### config.mk
export PLATFORM = sky130hd
export DESIGN_NAME = grant_decoder3to8
export DESIGN_NICKNAME = d
export VERILOG_FILES = /design/src/rtl/grant_decoder3to8_pkg.sv /design/src/rtl/grant_decoder3to8_onehot_dec.sv /design/src/rtl/grant_decoder3to8.sv
export SDC_FILE = /design/constraint.sdc
export NUM_CORES = 1
export LEC_CHECK = 0
export CAP_MARGIN = 10
export CORE_AREA = 2 2 39 41
export CTS_CLUSTER_SIZE = 14
export DETAILED_ROUTE_END_ITERATION = 8
export DIE_AREA = 0 0 41 43
export GPL_TIMING_DRIVEN = 1
export MAX_ROUTING_LAYER = met4
export PLACE_DENSITY_LB_ADDON = 0.08
export SETUP_SLACK_MARGIN = 0.15
export SLEW_MARGIN = 40
export SYNTH_ARGS = -nofsm -noshare
export SYNTH_HDL_FRONTEND = slang
export SYNTH_SLANG_ARGS = --single-unit
### constraint.sdc
create_clock -name clk -period 2.7 [get_ports clk]
set_input_delay 0.54 -clock clk [delete_from_list [all_inputs] [get_ports clk]]
set_output_delay 0.54 -clock clk [all_outputs]
set_load 0.05 [all_outputs]
### src/rtl/grant_decoder3to8_pkg.sv
// -----------------------------------------------------------------------------
// grant_dec_pkg
// Shared types and defaults for the registered 3-to-8 grant decoder.
//   gd_state_t   : decoder state (IDLE waiting for an index, GRANT holding one)
//   IDX_W_DEF    : default encoded index width (8 grant lines)
//   HOLD_MAX_DEF : default forced-release limit, used only when the decoder is
//                  built with GRANT_TIMEOUT_EN defined
// -----------------------------------------------------------------------------
package grant_dec_pkg;

  typedef enum logic {
    IDLE  = 1'b0,
    GRANT = 1'b1
  } gd_state_t;

  localparam int IDX_W_DEF    = 3;
  localparam int HOLD_MAX_DEF = 15;

endpackage : grant_dec_pkg

### src/rtl/grant_decoder3to8_onehot_dec.sv
// -----------------------------------------------------------------------------
// onehot_dec
// Purely combinational binary-to-one-hot decoder; the inverse of the 8-to-3
// priority encoder. Every index value maps to exactly one asserted line.
// Ports:
//   in_idx  [IDX_W-1:0]  binary index
//   onehot  [N-1:0]      one-hot decode, N = 2**IDX_W
// -----------------------------------------------------------------------------
module onehot_dec
  import grant_dec_pkg::*;
#(
  parameter  int IDX_W = IDX_W_DEF,
  localparam int N     = 2 ** IDX_W
) (
  input  logic [IDX_W-1:0] in_idx,
  output logic [N-1:0]     onehot
);

  for (genvar gi = 0; gi < N; gi++) begin : g_line
    assign onehot[gi] = (in_idx == IDX_W'(gi));
  end

endmodule : onehot_dec

### src/rtl/grant_decoder3to8.sv
// -----------------------------------------------------------------------------
// grant_decoder3to8
// Registered 3-to-8 grant decoder sitting between the priority encoder and the
// eight requesting clients. Accepts one index through a valid/ready handshake,
// drives the matching one-hot grant and holds it until the granted client
// pulses release_i (or, in the timeout build, until HOLD_MAX cycles elapse).
//
// Build option: define GRANT_TIMEOUT_EN to add the hold counter and the
// forced-release timeout. Without it, timeout is constant 0 and a grant is
// held until release_i or rst.
//
// Ports:
//   clk          clock, rising edge
//   rst          synchronous active-high reset
//   in_idx       encoded index from the priority encoder
//   in_valid     in_idx is valid
//   in_ready     decoder can accept an index this cycle (state-only, no
//                combinational path from in_valid)
//   grant        registered one-hot grant, all-zero when idle
//   grant_valid  a grant is currently held
//   grant_idx    registered copy of the accepted index (meaningful while
//                grant_valid=1, holds last value in IDLE)
//   release_i    granted client frees the grant
//   timeout      one-cycle pulse after a forced release
// -----------------------------------------------------------------------------
module grant_decoder3to8
  import grant_dec_pkg::*;
#(
  parameter  int IDX_W    = IDX_W_DEF,
  parameter  int HOLD_MAX = HOLD_MAX_DEF,
  localparam int N        = 2 ** IDX_W
) (
  input  logic             clk,
  input  logic             rst,
  input  logic [IDX_W-1:0] in_idx,
  input  logic             in_valid,
  output logic             in_ready,
  output logic [N-1:0]     grant,
  output logic             grant_valid,
  output logic [IDX_W-1:0] grant_idx,
  input  logic             release_i,
  output logic             timeout
);

  // A zero hold limit would make the expiry compare meaningless.
  if (HOLD_MAX < 1) begin : g_bad_hold_max
    $error("grant_decoder3to8: HOLD_MAX must be >= 1");
  end

  gd_state_t        r_state;
  logic [N-1:0]     r_grant;
  logic             r_grant_valid;
  logic [IDX_W-1:0] r_grant_idx;
  logic             r_timeout;

  logic [N-1:0]     w_onehot;
  logic             w_accept;

`ifdef GRANT_TIMEOUT_EN
  localparam int CNT_W = $clog2(HOLD_MAX + 1);

  logic [CNT_W-1:0] r_hold_cnt;
  logic             w_expire;

  // Counter holds (grant cycles elapsed - 1); equal to HOLD_MAX-1 on the
  // last cycle the grant may be held.
  assign w_expire = (r_hold_cnt == CNT_W'(HOLD_MAX - 1));
`endif

  onehot_dec #(
    .IDX_W (IDX_W)
  ) u_onehot_dec (
    .in_idx (in_idx),
    .onehot (w_onehot)
  );

  // Ready depends only on state and reset, so a producer may wait for ready
  // before raising valid without creating a combinational loop.
  assign in_ready = (r_state == IDLE) && !rst;
  assign w_accept = in_valid && in_ready;

  always_ff @(posedge clk) begin
    if (rst) begin
      r_state       <= IDLE;
      r_grant       <= '0;
      r_grant_valid <= 1'b0;
      r_grant_idx   <= '0;
      r_timeout     <= 1'b0;
`ifdef GRANT_TIMEOUT_EN
      r_hold_cnt    <= '0;
`endif
    end else begin
      // timeout is a single-cycle pulse; cleared unless re-armed below
      r_timeout <= 1'b0;
      case (r_state)
        IDLE: begin
          if (w_accept) begin
            r_state       <= GRANT;
            r_grant       <= w_onehot;
            r_grant_valid <= 1'b1;
            r_grant_idx   <= in_idx;
`ifdef GRANT_TIMEOUT_EN
            r_hold_cnt    <= '0;
`endif
          end
        end
        GRANT: begin
          // release_i takes priority over expiry on the same cycle
          if (release_i) begin
            r_state       <= IDLE;
            r_grant       <= '0;
            r_grant_valid <= 1'b0;
          end
`ifdef GRANT_TIMEOUT_EN
          else if (w_expire) begin
            r_state       <= IDLE;
            r_grant       <= '0;
            r_grant_valid <= 1'b0;
            r_timeout     <= 1'b1;
          end else begin
            r_hold_cnt    <= r_hold_cnt + CNT_W'(1);
          end
`endif
        end
        default: begin
          r_state       <= IDLE;
          r_grant       <= '0;
          r_grant_valid <= 1'b0;
        end
      endcase
    end
  end

  assign grant       = r_grant;
  assign grant_valid = r_grant_valid;
  assign grant_idx   = r_grant_idx;
  assign timeout     = r_timeout;

endmodule : grant_decoder3to8

==> results.txt, run 1 <==
* Number of buffers and inverters on the critical path: 1
- Std cell rows: 14
* Reported leakage power: between 0.0002 and 0.0003 uW
- CTS built an H-tree with a depth of 1.
- Clock network latency to the later pin of the worst-skew pair: between 0.2 and 0.3 ns
- Post-DP HPWL: roughly 770 microns
- Summed over all layers, the global routing overflow is 0.
* Largest net degree at the start of global routing: 13
- The number of gates resized after CTS was 0.
- At the end of the flow, the number of nets in the layout was 78.
* Internal cell power: 288 uW
* Via count of the routed design: roughly 420
* Critical Path Slowest Stage Cell: sky130_fd_sc_hd__clkdlybuf4s50_1
- Placement-stage cell area: ~720 sq um
- Met2 track utilization from global routing: 0.178
- Grt met3 use: 0.0471
- PwrDens: between 500 and 600 nW/um^2
- Tcrit/Tclk final: 0.724
* Non-Filler Cell Area, Final: about 750 sq um
- Averaged over all synthesized cells, the footprint is between 10 and 15 sq um.
* Core area: about 1400 sq um
* Total inserted antenna cells: 0
- Measured on the finished design, the core utilization comes to 0.542.
- DRC: 0
* Status: complete, no violations
- The share of total power dissipated in the clock network is 0.290.
- Total negative setup slack: 0 ns
- Part of the total power dissipated in sequential elements: 0.505
* Antenna-violating nets left: 0
- Highest attainable clock frequency: 0.511 GHz
- The first global-routing pass estimated approximately 1600 microns of wire.
* Clock Tree Root: sky130_fd_sc_hd__clkbuf_4
- The number of setup buffers added after CTS is 0.
- Unrepaired setup endpoints after global routing: no
- Number of vias per cell: between 4 and 5
- The share of the Yosys chip area taken by registers is 0.509.
- Critical Path End Type: output port
* Cells after synthesis: 48
* Unique masters post-synth: 17
- Count of endpoints failing setup in the final report: 0
- Share of total power consumed by net switching: 0.283
* Starting utilization of the core area: 0.370
* Routability cong.: between 0.6 and 0.7
- Count of routing violations after the opening detailed-route iteration: 0
* Maximum count of clock buffers along a single path: 2
- After synthesis the cells add up to roughly 510 sq um.
- GRT met1 Usage: 0.167
- Of the cells placed in the final design, the portion with a size suffix greater than 1 is 0.171.
- The number of pins with negative max-slew slack in the final report is 0.
- In this run the vertical extent of the chip is 43 microns.
- Buffers placed on the I/O ports in this run total 19.
* Class of the tightest hold or removal check: flip-flop to flip-flop
* Net count after synthesis: 55
* TritonCTS sink count: 13
* Largest driver fanout on the critical path: 2
- Detailed-route wire length per cell: roughly 11 microns
- Relative contribution of combinational cells to total power: 0.205
- Number of max-cap violations: 0
- Worst Hold Slack: 0.462 ns
- Data required time of the critical path: roughly 2.2 ns
- The layer flagged by global routing as most heavily used is met2.
- Crit path launch type: flip-flop
- IR analysis of the VDD net gives a maximum drop of 0.000297 V.
- The Yosys step of the flow raised 0 warnings.
- Crit path max-delay family: buffers and inverters
- Data on the critical path arrives at its endpoint at between 1 and 1.5 ns.
* Die Footprint: 1760 sq um
- Number of buffers inserted by hold repair at cts: 0
* Clock buffer count from CTS: 3
- For this run, the detailed router's first-pass iteration total came to 1.
- List of cells traversed by the critical path: clkdlybuf4s50_1
* Minimum period implied by the final worst setup slack: roughly 2 ns
* Clock-pin transition on the worst setup and hold timing paths: about 0.08 ns
- Relative to the synthesized area, the layout overhead comes to 46.7%.
- Via count of the first global-routing pass: about 380
* Initial antenna violation count: 0
* Die boundary width: 41 microns
- During I/O placement, the number of pins put on the boundary was 21.
- Endpoints failing hold: 0
- Largest stage delay on the critical path: ~0.8 ns
- Overall Global Routing Usage: 0.137
- Net load switching power: around 110 uW
* Worst Path Class, Setup: flip-flop to output port
* Total length of routed wires: slightly below 1000 microns
- Counting flops and latches in the post-synthesis netlist gives 13.
* Clock tree from TritonCTS: done
* Skew final: between 0.004 and 0.005 ns
==> power by group through the flow <==
stage          clock network [uW]  logic, uW  registers [uW]
2_1_floorplan                   0       32.7             226
3_3_place_gp                    0       82.8             207
3_5_place_dp                    0       83.1             207
4_1_cts                       124       83.1             203
5_1_grt                       132       87.6             204
6_report                      117       82.5             203
==> layout make-up <==
type	instances	area [sq um]
fill	140	633
sequential	13	260
multi-input combinational	33	236
timing repair buffer	20	208
clock buffer	4	26.3
tap	16	20.0
==> layout by cell type, fill, tap and decap left out, drive strengths merged <==
cell type       n
a32o            2
a21oi           4
and4bb          1
nor3            2
nor2b           1
buf             2
clkdlybuf4s50  18
dfxtp          13
a211oi          1
nand2b          1
clkbuf          4
a22o            6
conb            1
nor2            4
nand2           7
nor3b           3
==> per-stage QoR <==
step / setup slack, ns / cells / total power [uW]
floorplan: 0.809 / 48 / 259
global placement: 0.844 / 82 / 290
detailed placement: 0.840 / 82 / 291
CTS: 0.725 / 86 / 410
global route: 0.680 / 86 / 424
finish: 0.745 / 86 / 402
==> layer usage <==
metal / share of wire / routed length (microns)
met5: 0 / 0
met4: 0 / 0
met3: 0.061 / 59
met2: 0.48 / 461
met1: 0.46 / 444
==> path summary, 6_finish.rpt <==
check	startpoint	to	slack (ns)	cells past startpoint
setup / recovery	grant[3]$_SDFFE_PP0P_	grant[3]	0.74	1
hold / removal	grant_idx[0]$_SDFFE_PP0P_	grant_idx[0]$_SDFFE_PP0P_	0.46	2
setup reg to reg	r_state$_SDFF_PP0_	grant[0]$_SDFFE_PP0P_	1.53	3
hold reg to reg	grant_idx[0]$_SDFFE_PP0P_	grant_idx[0]$_SDFFE_PP0P_	0.46	2
==> kinds of logic after synthesis <==
kind of cell | count (synthesis) | synth area share
simple gates | 19 | 0.257
flops | 13 | 0.509
compound gates | 13 | 0.198
other cells | 1 | 0.00733
buf+inv | 2 | 0.0293
==> sequential cells by signal, indices dropped and copies added, names as in the netlist <==
signal and count:
grant 8, r_state 1, grant_idx 3, grant_valid 1
==> cells in the mapped netlist <==
library cell,instances,area (sq um)
sky130_fd_sc_hd__a211oi_1,1,7.51
sky130_fd_sc_hd__a21oi_1,4,20.0
sky130_fd_sc_hd__a22o_1,6,52.6
sky130_fd_sc_hd__a32o_1,1,10.0
sky130_fd_sc_hd__a32o_2,1,11.3
sky130_fd_sc_hd__and4bb_2,1,12.5
sky130_fd_sc_hd__buf_4,2,15.0
sky130_fd_sc_hd__conb_1,1,3.75
sky130_fd_sc_hd__dfxtp_1,13,260
sky130_fd_sc_hd__nand2_1,7,26.3
sky130_fd_sc_hd__nand2b_2,1,8.76
sky130_fd_sc_hd__nor2_1,4,15.0
sky130_fd_sc_hd__nor2b_2,1,8.76
sky130_fd_sc_hd__nor3_1,1,5.00
sky130_fd_sc_hd__nor3_2,1,10.0
sky130_fd_sc_hd__nor3b_1,1,7.51
sky130_fd_sc_hd__nor3b_4,2,37.5
No activity file was read; power rests on OpenSTA's default activity.
==> run 2: changes to the inputs <==
Settings changed: CORE_AREA 2 2 39 41 to unset, CORE_UTILIZATION set to 39, DIE_AREA 0 0 41 43 to unset.
Clock period 2.7 ns to 1.8 ns, I/O delays scaled along.
==> results.txt, run 2 (same netlist as run 1, synthesis figures left out) <==
- The post-detailed-placement half-perimeter wirelength is 775 microns (+1.2%).
- Critical Path End Type: output port
- For this run, the top clock speed supported by timing is 0.631 GHz.
- DRC: 0 (unchanged)
- The leftover overflow at the end of global routing came to 0 (unchanged).
- The clock edge transition at the registers on the reported setup and hold paths was 0.08 ns (about the same).
* Clock buffer count from CTS: 3 (unchanged)
* Clock network latency to the later pin of the worst-skew pair: 0.27 ns (about the same)
- The area growth from synthesis to layout is 43.3%.
* Total negative setup slack: 0 ns (unchanged)
- The die height was 38.2 microns (-11%).
* PostCTS Resize Cnt: 0 (unchanged)
* Layout fillers: 103 (-26%)
- Maximum count of clock buffers along a single path: 2 (unchanged)
- Number of max-cap violations: 0 (unchanged)
- PwrDens: 821 nW/um^2 (+53%)
- In the finished design, the share of the clock period the worst path needs comes to 0.880.
- The initial antenna violation count was 0 (unchanged).
- Number of buffers inserted by hold repair at cts: 0 (unchanged)
- Number of port buffers: 19 (unchanged)
- The overall track demand over capacity in global routing came to 0.168 (+0.0310).
- Routability cong.: 0.641 (+0.66%)
- The relative contribution of combinational cells to total power was 0.208 (+0.003).
- Count of endpoints failing setup in the final report: 0 (unchanged)
* Endpoint arrival time on the critical path: 1.22 ns (-0.20 ns)
- Worst Hold Slack: 0.456 ns (-0.00600 ns)
* Net load switching power: 169 uW (+49%)
* Via count of the first global-routing pass: 372 (-1.6%)
- Share of power burned in the clock network: 0.286 (-0.004)
* Std cell rows: 12 (-2)
* Total inserted antenna cells: 0 (unchanged)
* Count of pins on the block boundary: 21 (unchanged)
- Internal cell power: 433 uW (+50%)
* Skew final: 0.00199 ns (-0.00284 ns)
- The count of routing violations after the opening detailed-route iteration came to 4 (+4).
- The required arrival time at the worst endpoint came to 1.44 ns (-0.72 ns).
- The die width is 38.2 microns (-6.8%).
- Core area: 1160 sq um (-16%)
* Die Footprint: 1460 sq um (-17%)
- In the layout the commonest cells are 15 x sky130_fd_sc_hd__buf_4, 13 x sky130_fd_sc_hd__dfxtp_1, 7 x sky130_fd_sc_hd__nand2_1.
- The H-tree depth reported by CTS is 1 (unchanged).
* Most common cell after layout, fill and taps aside: sky130_fd_sc_hd__buf_4
- Antenna-violating nets left: 0 (unchanged)
* Crit path launch type: input pin
* Share of cells above drive strength 1: 0.361 (+0.190)
- Largest driver fanout on the critical path: 5 (+3)
* Overall power of the completed layout: 602 uW (+50%)
- TritonCTS built the clock tree.
* Post-placement worst setup slack: 0.176 ns (-0.664 ns)
* Reported leakage power: 0.000315 uW (+12%)
- The final core utilization came to 0.634 (+0.0917).
* Clock Tree Root: sky130_fd_sc_hd__clkbuf_4
- The hold violation count in the final report was 0 (unchanged).
* Max-slew violation total from the final report: 0 (unchanged)
- 1st-pass router iterations: 2 (+1)
- Post-CTS setup buffer count: 0 (unchanged)
- Number of vias per cell: 5.08 (+3.6%)
* Largest net degree at the start of global routing: 9 (-4)
- Setup repair after global routing left no endpoint under its margin.
* Wire length of the first global-routing pass: 1590 microns (+2.2%)
- Total length of routed wires: 962 microns (-0.31%)
- The switching share of power is 0.281 (-0.00165).
- The worst voltage drop across the vdd grid came to 0.000408 V (+38%).
- The run finished with clean final reports.
- Final critical-path setup slack: 0.216 ns (-0.529 ns)
- Via count of the routed design: 437 (+3.6%)
* Class of the tightest hold or removal check: flip-flop to flip-flop
* TritonCTS sink count: 13 (unchanged)
* Max reg flops: 8 (unchanged)
* Minimum period implied by the final worst setup slack: between 1.5 and 2 ns
* Nets: 80 (+2.6%)
- Starting utilization of the core area: 0.443 (+0.0728)
- Detailed-route wire length per cell: 11.2 microns (-0.31%)
* Worst Path Class, Setup: input pin to output port
* Part of the total power dissipated in sequential elements: 0.506 (about the same)
[run 2: worst paths after layout]
check | from | to | slack [ns] | depth (start not counted)
min | grant_idx[0]$_SDFFE_PP0P_ | grant_idx[0]$_SDFFE_PP0P_ | 0.46 | 2
max reg2reg | r_state$_SDFF_PP0_ | grant[6]$_SDFFE_PP0P_ | 0.66 | 3
max | rst | in_ready | 0.22 | 3
min reg2reg | grant_idx[0]$_SDFFE_PP0P_ | grant_idx[0]$_SDFFE_PP0P_ | 0.46 | 2
[run 2: power groups by stage]
stage	registers, uW	clock network (uW)	logic [uW]
finish	305	172	125
floorplan	339	0	49.1
CTS	305	177	127
global route	306	195	133
detailed placement	311	0	126
global placement	311	0	125
[run 2: area by class of cell]
type                            count  area [sq um]  share of cell area
Sequential cell                    13           260               0.355
Multi-Input combinational cell     33           236               0.323
Timing Repair Buffer               22           193               0.263
Clock buffer                        4          26.3              0.0358
Tap cell                           14          17.5              0.0239
[run 2: critical path, stage by stage]
cell and delay [ns]:
sky130_fd_sc_hd__clkdlybuf4s50_1 0.47, sky130_fd_sc_hd__nor2_1 0.22, sky130_fd_sc_hd__buf_12 0.17
[run 2: metrics by stage]
stage,instance area (sq um),instances
after floorplan,512,48
after global placement,707,82
after detailed placement,707,82
after CTS,733,86
after global routing,733,86
final,733,86
[run 2: per-layer routing]
layer  vias to the layer above  part of all wire  GRT usage
met1                       196              0.51      0.212
met2                        18              0.43      0.229
met4                         0            0.0062     0.0804
li1                        221                 -          -
met5                         -                 0          -
met3                         2             0.058     0.0698
